### src/rtl/apb_cmd_master.sv
// rtl/apb_cmd_master.sv - APB3 initiator driven by a valid/ready command stream
//
// Purpose:
//   Turns one command (read or write) into one APB3 SETUP/ACCESS transfer and
//   returns exactly one response carrying read data and an error flag.
//   Misaligned commands are answered with an error and never reach the bus.
//   An ACCESS phase that sees PREADY low for TIMEOUT_CYCLES cycles is
//   terminated with an error so a hung slave cannot stall the initiator.
//
// Ports:
//   PCLK        bus clock, all state changes on the rising edge
//   PRESET      synchronous active-high reset
//   cmd_*       command stream (valid/ready), cmd_ready high only in IDLE
//   rsp_*       response stream (valid/ready), rdata/err held until consumed
//   P*          APB3 initiator signals, all registered
//
// Parameters:
//   ADDR_W          address width (cmd_addr, PADDR), at least 2
//   DATA_W          data width
//   TIMEOUT_CYCLES  ACCESS cycles with PREADY low before forced error (>= 1)

module apb_cmd_master #(
    parameter int ADDR_W         = 8,
    parameter int DATA_W         = 32,
    parameter int TIMEOUT_CYCLES = 16
) (
    input  logic              PCLK,
    input  logic              PRESET,
    // command stream
    input  logic              cmd_valid,
    output logic              cmd_ready,
    input  logic              cmd_write,
    input  logic [ADDR_W-1:0] cmd_addr,
    input  logic [DATA_W-1:0] cmd_wdata,
    // response stream
    output logic              rsp_valid,
    input  logic              rsp_ready,
    output logic [DATA_W-1:0] rsp_rdata,
    output logic              rsp_err,
    // APB3 initiator
    output logic [ADDR_W-1:0] PADDR,
    output logic              PWRITE,
    output logic              PSEL,
    output logic              PENABLE,
    output logic [DATA_W-1:0] PWDATA,
    input  logic [DATA_W-1:0] PRDATA,
    input  logic              PREADY,
    input  logic              PSLVERR
);

    // Wide enough to hold TIMEOUT_CYCLES itself.
    localparam int CNT_W = $clog2(TIMEOUT_CYCLES + 1);

    typedef enum logic [1:0] {
        S_IDLE   = 2'd0,
        S_SETUP  = 2'd1,
        S_ACCESS = 2'd2,
        S_RESP   = 2'd3
    } state_t;

    state_t              r_state;
    state_t              w_state_nxt;

    logic                r_psel;
    logic                w_psel_nxt;
    logic                r_penable;
    logic                w_penable_nxt;
    logic                r_pwrite;
    logic                w_pwrite_nxt;
    logic [ADDR_W-1:0]   r_paddr;
    logic [ADDR_W-1:0]   w_paddr_nxt;
    logic [DATA_W-1:0]   r_pwdata;
    logic [DATA_W-1:0]   w_pwdata_nxt;

    logic                r_rsp_valid;
    logic                w_rsp_valid_nxt;
    logic [DATA_W-1:0]   r_rsp_rdata;
    logic [DATA_W-1:0]   w_rsp_rdata_nxt;
    logic                r_rsp_err;
    logic                w_rsp_err_nxt;

    logic [CNT_W-1:0]    r_cnt;
    logic [CNT_W-1:0]    w_cnt_nxt;
    logic [CNT_W-1:0]    w_cnt_inc;
    logic                w_timeout;
    logic                w_cmd_hs;
    logic                w_aligned;

    // cmd_ready is a pure decode of state so the command source sees it in
    // the same cycle the FSM returns to IDLE; forced low while in reset.
    assign cmd_ready = (r_state == S_IDLE) && !PRESET;
    assign w_cmd_hs  = cmd_valid && cmd_ready;
    assign w_aligned = (cmd_addr[1:0] == 2'b00);

    // The wait-state count including the current low-PREADY cycle; reaching
    // TIMEOUT_CYCLES here means this is the last ACCESS cycle we tolerate.
    assign w_cnt_inc = r_cnt + CNT_W'(1);
    assign w_timeout = (w_cnt_inc == CNT_W'(TIMEOUT_CYCLES));

    assign PSEL      = r_psel;
    assign PENABLE   = r_penable;
    assign PWRITE    = r_pwrite;
    assign PADDR     = r_paddr;
    assign PWDATA    = r_pwdata;
    assign rsp_valid = r_rsp_valid;
    assign rsp_rdata = r_rsp_rdata;
    assign rsp_err   = r_rsp_err;

    // Next-state and next-output decode. Every register holds by default.
    always_comb begin
        w_state_nxt     = r_state;
        w_psel_nxt      = r_psel;
        w_penable_nxt   = r_penable;
        w_pwrite_nxt    = r_pwrite;
        w_paddr_nxt     = r_paddr;
        w_pwdata_nxt    = r_pwdata;
        w_rsp_valid_nxt = r_rsp_valid;
        w_rsp_rdata_nxt = r_rsp_rdata;
        w_rsp_err_nxt   = r_rsp_err;
        w_cnt_nxt       = r_cnt;

        case (r_state)
            S_IDLE: begin
                if (w_cmd_hs) begin
                    if (w_aligned) begin
                        w_state_nxt   = S_SETUP;
                        w_psel_nxt    = 1'b1;
                        w_penable_nxt = 1'b0;
                        w_paddr_nxt   = cmd_addr;
                        w_pwrite_nxt  = cmd_write;
                        // Reads drive zero on PWDATA rather than stale data.
                        w_pwdata_nxt  = cmd_write ? cmd_wdata : '0;
                        w_cnt_nxt     = '0;
                    end else begin
                        // Misaligned: answer directly, bus stays untouched.
                        w_state_nxt     = S_RESP;
                        w_rsp_valid_nxt = 1'b1;
                        w_rsp_err_nxt   = 1'b1;
                        w_rsp_rdata_nxt = '0;
                    end
                end
            end

            S_SETUP: begin
                w_state_nxt   = S_ACCESS;
                w_penable_nxt = 1'b1;
            end

            S_ACCESS: begin
                if (PREADY) begin
                    w_state_nxt     = S_RESP;
                    w_psel_nxt      = 1'b0;
                    w_penable_nxt   = 1'b0;
                    w_rsp_valid_nxt = 1'b1;
                    w_rsp_err_nxt   = PSLVERR;
                    // Read data is returned even when PSLVERR is set.
                    w_rsp_rdata_nxt = r_pwrite ? '0 : PRDATA;
                end else if (w_timeout) begin
                    w_state_nxt     = S_RESP;
                    w_psel_nxt      = 1'b0;
                    w_penable_nxt   = 1'b0;
                    w_rsp_valid_nxt = 1'b1;
                    w_rsp_err_nxt   = 1'b1;
                    w_rsp_rdata_nxt = '0;
                    w_cnt_nxt       = w_cnt_inc;
                end else begin
                    w_cnt_nxt = w_cnt_inc;
                end
            end

            S_RESP: begin
                if (rsp_ready) begin
                    w_state_nxt     = S_IDLE;
                    w_rsp_valid_nxt = 1'b0;
                end
            end

            default: begin
                w_state_nxt = S_IDLE;
            end
        endcase
    end

    // State and registered outputs. Reset abandons any transfer or pending
    // response; nothing is replayed afterwards.
    always_ff @(posedge PCLK) begin
        if (PRESET) begin
            r_state     <= S_IDLE;
            r_psel      <= 1'b0;
            r_penable   <= 1'b0;
            r_pwrite    <= 1'b0;
            r_paddr     <= '0;
            r_pwdata    <= '0;
            r_rsp_valid <= 1'b0;
            r_rsp_rdata <= '0;
            r_rsp_err   <= 1'b0;
            r_cnt       <= '0;
        end else begin
            r_state     <= w_state_nxt;
            r_psel      <= w_psel_nxt;
            r_penable   <= w_penable_nxt;
            r_pwrite    <= w_pwrite_nxt;
            r_paddr     <= w_paddr_nxt;
            r_pwdata    <= w_pwdata_nxt;
            r_rsp_valid <= w_rsp_valid_nxt;
            r_rsp_rdata <= w_rsp_rdata_nxt;
            r_rsp_err   <= w_rsp_err_nxt;
            r_cnt       <= w_cnt_nxt;
        end
    end

endmodule

### config.mk
export PLATFORM = sky130hd
export DESIGN_NAME = apb_cmd_master
export DESIGN_NICKNAME = d
export VERILOG_FILES = /design/src/rtl/apb_cmd_master.sv
export SDC_FILE = /design/constraint.sdc
export NUM_CORES = 1
export LEC_CHECK = 0
export ABC_AREA = 1
export BUFFER_PORTS_ARGS = -buffer_cell sky130_fd_sc_hd__buf_2
export CAP_MARGIN = 10
export CORE_ASPECT_RATIO = 0.9
export CORE_MARGIN = 1
export CORE_UTILIZATION = 40
export CTS_CLUSTER_SIZE = 14
export DETAILED_ROUTE_END_ITERATION = 7
export PLACE_DENSITY = 0.7
export SYNTH_ARGS = -nofsm -noshare
export SYNTH_HDL_FRONTEND = slang
export SYNTH_SLANG_ARGS = --single-unit
### constraint.sdc
create_clock -name PCLK -period 2.1 [get_ports PCLK]
set_clock_uncertainty 0.05 [all_clocks]
set_input_delay 0.63 -clock PCLK [delete_from_list [all_inputs] [get_ports PCLK]]
set_output_delay 0.63 -clock PCLK [all_outputs]
set_load 0.02 [all_outputs]
==> results of run 1 <==
-- path summary, 6_finish.rpt --
path               from   endpoint  slack [ns]  cells after the start
max          r_state[1]  cmd_ready        0.09                      5
min            PADDR[0]   PADDR[0]        0.40                      2
max reg2reg    r_cnt[0]    rsp_err        0.24                      8
min reg2reg    PADDR[0]   PADDR[0]        0.40                      2
-- cell usage in the layout, fill, tap and decap left out, types with 3 or more instances in the layout --
master and count:
dfxtp_1 83, nand2_1 107, inv_1 43, buf_12 3, nand3_1 6, o21ai_0 30
clkbuf_8 10, ha_1 5, inv_2 4, buf_4 6, a21oi_1 40, buf_2 156
nand4_1 6, o21ai_1 12, nor2_1 98
-- stage by stage --
step                      utilization [%]  area [sq um]
after detailed placement            51.32          4377
after floorplan                         -          3506
final                               54.11          4614
after CTS                           53.89          4596
after global routing                54.11          4614
after global placement              51.32          4377
-- worst register-to-register path, delay by kind of cell, from the launching register on --
kind	cells	cell delay, ns
and+or+nand+nor	7	1.06
DFF	1	0.41
adders and majority gates	1	0.25
-- cell type report --
type / instances / area, sq um
multi-input combinational: 324 / 1514
clock inverter: 6 / 68.82
fill: 806 / 3914
timing repair buffer: 165 / 885.9
clock buffer: 10 / 137.6
inverter: 47 / 176.4
tap: 119 / 148.9
sequential: 84 / 1683
-- routing by layer --
| layer | vias to the layer above | track usage (%) | wire length [um] |
|---|---|---|---|
| li1 | 1800 | - | - |
| met1 | 1479 | 20.96 | 3737 |
| met2 | 127 | 34.47 | 3939 |
| met3 | 9 | 7.508 | 761 |
| met4 | 0 | 5.797 | 113 |
| met5 | - | 0 | 0 |
-- timing repair --
| item | CTS | global route |
|---|---|---|
| pin swaps | 0 | 0 |
| setup endpoints to repair | 1 | 7 |
| buffers inserted | 0 | 2 |
| resized for setup | 3 | 3 |
-- registers in the layout, indices dropped and copies added (netlist names) --
register and cells:
PSEL 1, rsp_valid 1, r_cnt 5, PWRITE 1, PADDR 8, rsp_err 1
PWDATA 32, rsp_rdata 32, PENABLE 1, r_state 2
-- where the power goes --
group / internal, mW / total (mW) / switching (mW)
Combinational: 0.654 / 1.81 / 1.16
Clock: 0.591 / 1.19 / 0.596
Sequential: 1.90 / 2.06 / 0.160
Total: 3.14 / 5.06 / 1.92
-- kinds of logic after synthesis --
kind of cell	after synthesis	share of synthesized area (%)
adders and majority gates	7	2.498
AOI/OAI and AO/OA	87	13.21
and+or+nand+nor	229	26.77
buffers and inverters	72	9.279
muxes	1	0.2855
DFF	84	47.97
==> flow_metrics.tcl, run 1 <==
set metrics [dict create \
    worst_slew_pin_slew_ns 0.4344 \
    gr-total-overflow 0 \
    root_buffer "clkbuf_8" \
    period_share_pct 95.63 \
    drtIter0Drc 92 \
    synth-edff-count 0 \
    synth_top_flop_cell "dfxtp_1" \
    grt_pass1_vias 3314 \
    cts.sinks 84 \
    pin_count 157 \
    crit_family "flip-flops" \
    clockBufferDepth 2 \
    status "finished clean" \
    power_density_mw_per_mm2 1096 \
    coreArea_sq_mm 0.008528 \
    drc_errors 0 \
    cpPeakStageDelay_ns 0.35 \
    routedWlPerCell_um 11.33 \
    ir_drop_mv 0.4189 \
    ys_top_cells_by_count "107 x nand2_1, 98 x nor2_1, 84 x dfxtp_1" \
    slew_violations 0 \
    finalWirelength_um 8552 \
    final_cells 755 \
    synth-async-reset-ratio_pct 0 \
    ys_seq_area_share_pct 47.97 \
    finalHoldViolCount 0 \
    p_leak_nw 2.361 \
    synth_cells 480 \
    h-tree-depth 3 \
    die_w_um 100.7 \
    drive_gt1_share_pct 31.29 \
    critPathKind "reg -> out" \
    clk_pin_slew_worst_paths_ns 0.09 \
    via_per_inst 4.523 \
    grt_max_degree 54 \
    ys_types 29 \
    cap_violations 0 \
    fin_nets 717 \
    fin_crit_ns 2.008 \
    place_ws_ns 0.1634 \
    rsz0062_at_grt "no" \
    whs_ns 0.3996 \
    worst-path-buf-inv 3 \
    yosys.area.top_type "dfxtp_1" \
    ys_warn_count 0 \
    cts-hold-fix-buffers 0 \
    cts_buffers 9 \
    area.growth.synth_to_final_pct 31.62 \
    gp_congestion 0.7936 \
    worstSetupEndpointType "primary output" \
    cts_tree "done" \
    path_cells "inv_2 -> ha_4 -> inv_1 -> nor2_1 -> buf_2" \
    grt.total_usage_pct 19.36 \
    hpwl_um 5991 \
    antenna_found_initial 0 \
    min_path_type "reg -> reg" \
    worst_slack_ns 0.09167 \
    n_antenna_cell 0 \
    vias 3415 \
    avgSynthCellArea_sq_um 7.304 \
    grt_pass1_wl_um 14270 \
    ys_ff_latch 84 \
    initial_utilization_pct 41.11 \
    max_freq_ghz 0.4979 \
    yosysMostFrequentCell "nand2_1" \
    tns_ns 0 \
    slew_headroom_pct 71.04 \
    synth.area.top_cells "dfxtp_1 48%, nand2_1 11%, nor2_1 10%" \
    fp.dieH_um 90.82 \
    dpl.cell_count 737 \
    die_area_sq_mm 0.009144 \
    cp_max_fo 6 \
    arrival_ns 1.33 \
    cp-start-kind "flop" \
    syn_nets 566 \
    io_buffers 156 \
    synth_top_area_share_pct 47.97 \
    synth_area_sq_mm 0.003506 \
    ant_nets 0 \
    dr.pass1.iters 4 \
    setup_viol 0 \
    power_mw 5.058 \
    cp_slowest_cell "dfxtp_1" \
    rows 32 \
    cp.required_ns 1.42 \
    clock_latency_ns 0.35 \
]
Note: power is estimated with default switching activity, not from simulation.
==> run 2: changes to the inputs <==
--- a/config.mk
+++ b/config.mk
@@ -9,7 +9,7 @@
 export BUFFER_PORTS_ARGS = -buffer_cell sky130_fd_sc_hd__buf_2
 export CAP_MARGIN = 10
 export CORE_ASPECT_RATIO = 0.9
-export CORE_MARGIN = 1
+export CORE_MARGIN = 10
 export CORE_UTILIZATION = 40
 export CTS_CLUSTER_SIZE = 14
 export DETAILED_ROUTE_END_ITERATION = 7
==> flow_metrics.tcl, run 2 (synthesis results as in run 1) <==
set metrics [dict create \
    status "finished clean" \
    cts.sinks 84 \
    fp.dieH_um 108.8 \
    die_w_um 118.7 \
    routedWlPerCell_um 12.78 \
    grt_pass1_wl_um 15690 \
    area.growth.synth_to_final_pct 32.76 \
    root_buffer "clkbuf_8" \
    swShare_pct 36.09 \
    drtIter0Drc 192 \
    dr.max_layer_used "met4" \
    layout_commonest_cell "buf_2" \
    worst_slew_pin_slew_ns 0.4316 \
    worstSetupEndpointType "primary output" \
    io_buffers 156 \
    die_area_sq_mm 0.01291 \
    route.met3.wl_um 1085 \
    wl_met1_um 4170 \
    coreArea_sq_mm 0.008568 \
    cts_buffers 9 \
    cts_tree "done" \
    slew_violations 0 \
    hpwl_um 7361 \
    critPathKind "reg -> out" \
    power_density_mw_per_mm2 1137 \
    dr_wl_met2_um 4311 \
    grt_max_degree 54 \
    slew_headroom_pct 71.23 \
    clk_pin_slew_worst_paths_ns 0.08 \
    fin_nets 720 \
    tns_ns 0 \
    drive_gt1_share_pct 31.30 \
    vias 3425 \
    n_antenna_cell 0 \
    grt.total_usage_pct 14.45 \
    cap_violations 0 \
    layout_common_cells "155 x buf_2, 107 x nand2_1, 98 x nor2_1, 83 x dfxtp_1, 43 x inv_1" \
    ir_drop_mv 0.4119 \
    sequentialPowerShare_pct 39.0 \
    power_mw 5.292 \
    p_leak_nw 2.390 \
    finalWirelength_um 9691 \
    initial_utilization_pct 40.92 \
    drc_errors 0 \
    via_per_inst 4.518 \
    pin_count 157 \
    cp-start-kind "flop" \
    gp_congestion 0.7442 \
    clkPwrFrac_pct 26.6 \
    ant_nets 0 \
    power.switching_mw 1.910 \
    fin_crit_ns 1.958 \
    cp.required_ns 1.42 \
    arrival_ns 1.28 \
    grt_pass1_vias 3388 \
    p_comb_share_pct 34.4 \
    rsz0062_at_grt "no" \
    min_path_type "reg -> reg" \
    dr.pass1.iters 5 \
    clock_latency_ns 0.35 \
    antenna_found_initial 0 \
    clockBufferDepth 2 \
    finalHoldViolCount 0 \
    gr-total-overflow 0 \
    rows 32 \
    cp_max_fo 6 \
    setup_viol 0 \
    max_freq_ghz 0.5108 \
    period_share_pct 93.22 \
    h-tree-depth 3 \
    internal-power_mw 3.382 \
]
## run 2: cell count changes in the layout (fill, tap and decap cells not counted)
cell        previous run  this run
ha_1                   5         6
ha_2                   1         0
inv_6                  2         1
clkbuf_1               0         1
clkinv_2               1         0
clkinvlp_4             1         0
buf_12                 3         1
buf_4                  6        12
buf_2                156       155
bufinv_16              1         3
## run 2: cell type report
class / count / area [sq um]
Fill cell: 876 / 3914
Clock buffer: 11 / 141.4
Tap cell: 119 / 148.9
Sequential cell: 84 / 1683
Inverter: 47 / 176.4
Timing Repair Buffer: 168 / 885.9
Multi-Input combinational cell: 324 / 1511
Clock inverter: 5 / 107.6
## run 2: critical path, cell delays in order (launching register included)
cell and delay [ns]:
dfxtp_1 0.40, inv_2 0.07, ha_4 0.19, inv_1 0.07, nor2_1 0.04, buf_4 0.15
## run 2: what timing repair did
item / in CTS / in global routing
hold buffers: 0 / 0
hold endpoints to repair: 0 / 0
setup endpoints to repair: 1 / 7
pin swaps: 0 / 1
resized for setup: 2 / 4
cloned: 0 / 0
setup buffers: 0 / 2
## run 2: path summary, 6_finish.rpt
| check | endpoint | slack (ns) | depth (start not counted) | start |
|---|---|---|---|---|
| worst min-delay path | PADDR[1] | 0.40 | 2 | PADDR[1] |
| worst max-delay path | cmd_ready | 0.14 | 5 | r_state[1] |
| worst max register to register | rsp_rdata[29] | 0.24 | 10 | r_state[0] |
| worst min register to register | PADDR[1] | 0.40 | 2 | PADDR[1] |
## run 2: power groups by stage
| stage | Clock [mW] | Combinational, mW | Sequential [mW] |
|---|---|---|---|
| floorplan | 0 | 0.946 | 2.42 |
| global placement | 0 | 1.75 | 2.09 |
| detailed placement | 0 | 1.79 | 2.10 |
| CTS | 1.45 | 1.82 | 2.06 |
| global route | 1.52 | 2.04 | 2.11 |
| finish | 1.41 | 1.82 | 2.06 |
## run 2: metrics by stage
step	hold WS (ns)	instance area [sq um]	std cells	utilization, %	worst slack [ns]
6_report	0.3967	4654	758	54.32	0.1423
5_1_grt	0.4214	4654	758	54.32	0.006219
4_1_cts	0.3994	4636	756	54.10	0.004589
3_5_place_dp	0.3867	4374	740	51.05	0.1489
3_3_place_gp	0.3820	4374	740	51.05	0.2126
2_1_floorplan	0.4006	3506	480	-	0.3005
## run 2: metal layers
metal / vias to the layer above / global-route usage, %
li1: 1805 / -
met1: 1487 / 16.52
met2: 122 / 23.02
met3: 11 / 7.700
met4: 0 / 4.530
met5: - / 0
==> run 3: changes to the inputs <==
--- a/config.mk
+++ b/config.mk
@@ -11,6 +11,7 @@
 export CORE_ASPECT_RATIO = 0.9
 export CORE_MARGIN = 10
 export CORE_UTILIZATION = 40
+export CTS_BUF_LIST = sky130_fd_sc_hd__clkbuf_8
 export CTS_CLUSTER_SIZE = 14
 export DETAILED_ROUTE_END_ITERATION = 7
 export PLACE_DENSITY = 0.7
==> flow_metrics.tcl, run 3 (synthesis results as in run 1) <==
set metrics [dict create \
    whs_ns 0.3967 \
    power_mw 5.287 \
    cp.required_ns 1.42 \
    status "finished clean" \
    die_w_um 118.7 \
    finalHoldViolCount 0 \
    antenna_found_initial 0 \
    seq_area_sq_mm 0.001683 \
    clock_latency_ns 0.35 \
    p_leak_nw 2.394 \
    vias 3425 \
    hp-start "PADDR[1]" \
    worstSetupEndpointType "primary output" \
    clockBufferDepth 2 \
    ir_drop_mv 0.4118 \
    hpwl_um 7361 \
    hold_end "PADDR[1]" \
    fp.dieH_um 108.8 \
    gr-usage-met3_pct 7.700 \
    setup_viol 0 \
    grt.total_usage_pct 14.45 \
    dr.pass1.iters 5 \
    grt_pass1_wl_um 15690 \
    grt_pass1_vias 3388 \
    area.growth.synth_to_final_pct 32.76 \
    grt_max_degree 54 \
    rows 32 \
    h-tree-depth 3 \
    crit_start "r_state[1]" \
    clk_pin_slew_worst_paths_ns 0.08 \
    drtIter0Drc 192 \
    slew_headroom_pct 71.23 \
    multiInputGateArea_sq_mm 0.001511 \
    r2r_start "r_state[0]" \
    layout_commonest_cell "buf_2" \
    pin_count 157 \
    cap_violations 0 \
    n_antenna_cell 0 \
    coreArea_sq_mm 0.008568 \
    utilization_pct 54.32 \
    max_freq_ghz 0.5108 \
    worst_slew_pin_slew_ns 0.4316 \
    drc_errors 0 \
    io_buffers 156 \
    min_path_type "reg -> reg" \
    cp_max_fo 6 \
    routedWlPerCell_um 12.79 \
    finalWirelength_um 9692 \
    power_density_mw_per_mm2 1136 \
    cp-start-kind "flop" \
    rsz0062_at_grt "no" \
    die_area_sq_mm 0.01291 \
    arrival_ns 1.28 \
    root_buffer "clkbuf_8" \
    tns_ns 0 \
    r2r_setup_slack_ns 0.24 \
    gr-total-overflow 0 \
    slew_violations 0 \
    via_per_inst 4.518 \
    cts_buffers 9 \
    cts_tree "done" \
    ant_nets 0 \
    fin_crit_ns 1.958 \
    grt_most_used_layer "met2" \
    met1_usage_pct 16.52 \
    layout_common_cells "155 x buf_2, 107 x nand2_1, 98 x nor2_1, 83 x dfxtp_1, 44 x inv_1" \
    reg2regPathDepth 10 \
    fillCellCount 876 \
    critPathKind "reg -> out" \
    grt_use_met2_pct 23.02 \
    initial_utilization_pct 40.92 \
    rr_endpoint "rsp_rdata[29]" \
    holdPathStages 2 \
    drive_gt1_share_pct 31.30 \
    fin_nets 720 \
    gp_congestion 0.7442 \
    period_share_pct 93.22 \
    cts.sinks 84 \
]
-- run 3: cell count changes in the layout (fill, tap and decap cells not counted), sizes merged --
cell and delta:
clkbuf -1, inv +1
-- run 3: repair_timing --
item                       in CTS  in global routing
buffers inserted                0                  2
resized for setup               2                  4
pin swaps                       0                  1
hold buffers                    0                  0
setup endpoints to repair       1                  7
-- run 3: area by class of cell --
| class | count | area share, % |
|---|---|---|
| clock buffers | 10 | 2.957 |
| inverters | 47 | 3.790 |
| flip-flops and latches | 84 | 36.16 |
| multi-input cells | 324 | 32.47 |
| well taps | 119 | 3.199 |
| repair buffers | 168 | 19.03 |
| clock inverters | 6 | 2.392 |
-- run 3: critical path: stages (launching register included) --
cell	delay, ns
dfxtp_1	0.40
inv_2	0.07
ha_4	0.19
inv_1	0.07
nor2_1	0.04
buf_4	0.15
-- run 3: report_power, final --
group	switching [mW]	internal, mW
combinational	1.17	0.654
sequential	0.163	1.90
clock	0.578	0.825
total	1.91	3.38
-- run 3: how the worst max path moves through the flow --
stage	end	slack, ns
after floorplan	cmd_ready	0.30
after global placement	PWDATA[19]	0.21
after detailed placement	PWDATA[25]	0.15
after CTS	cmd_ready	0.005
after global routing	rsp_err	0.006
final	cmd_ready	0.14
-- run 3: per-layer routing --
metal | share of wire (%) | routed length, um
met1 | 43 | 4170
met2 | 44 | 4311
met3 | 11 | 1085
met4 | 1.3 | 124
met5 | 0 | 0
-- run 3: per-stage QoR --
stage	worst slack, ns	instance area, sq um	std cells
3_5_place_dp	0.1489	4374	740
3_3_place_gp	0.2126	4374	740
2_1_floorplan	0.3005	3506	480
5_1_grt	0.006398	4654	758
6_report	0.1423	4654	758
4_1_cts	0.004589	4636	756
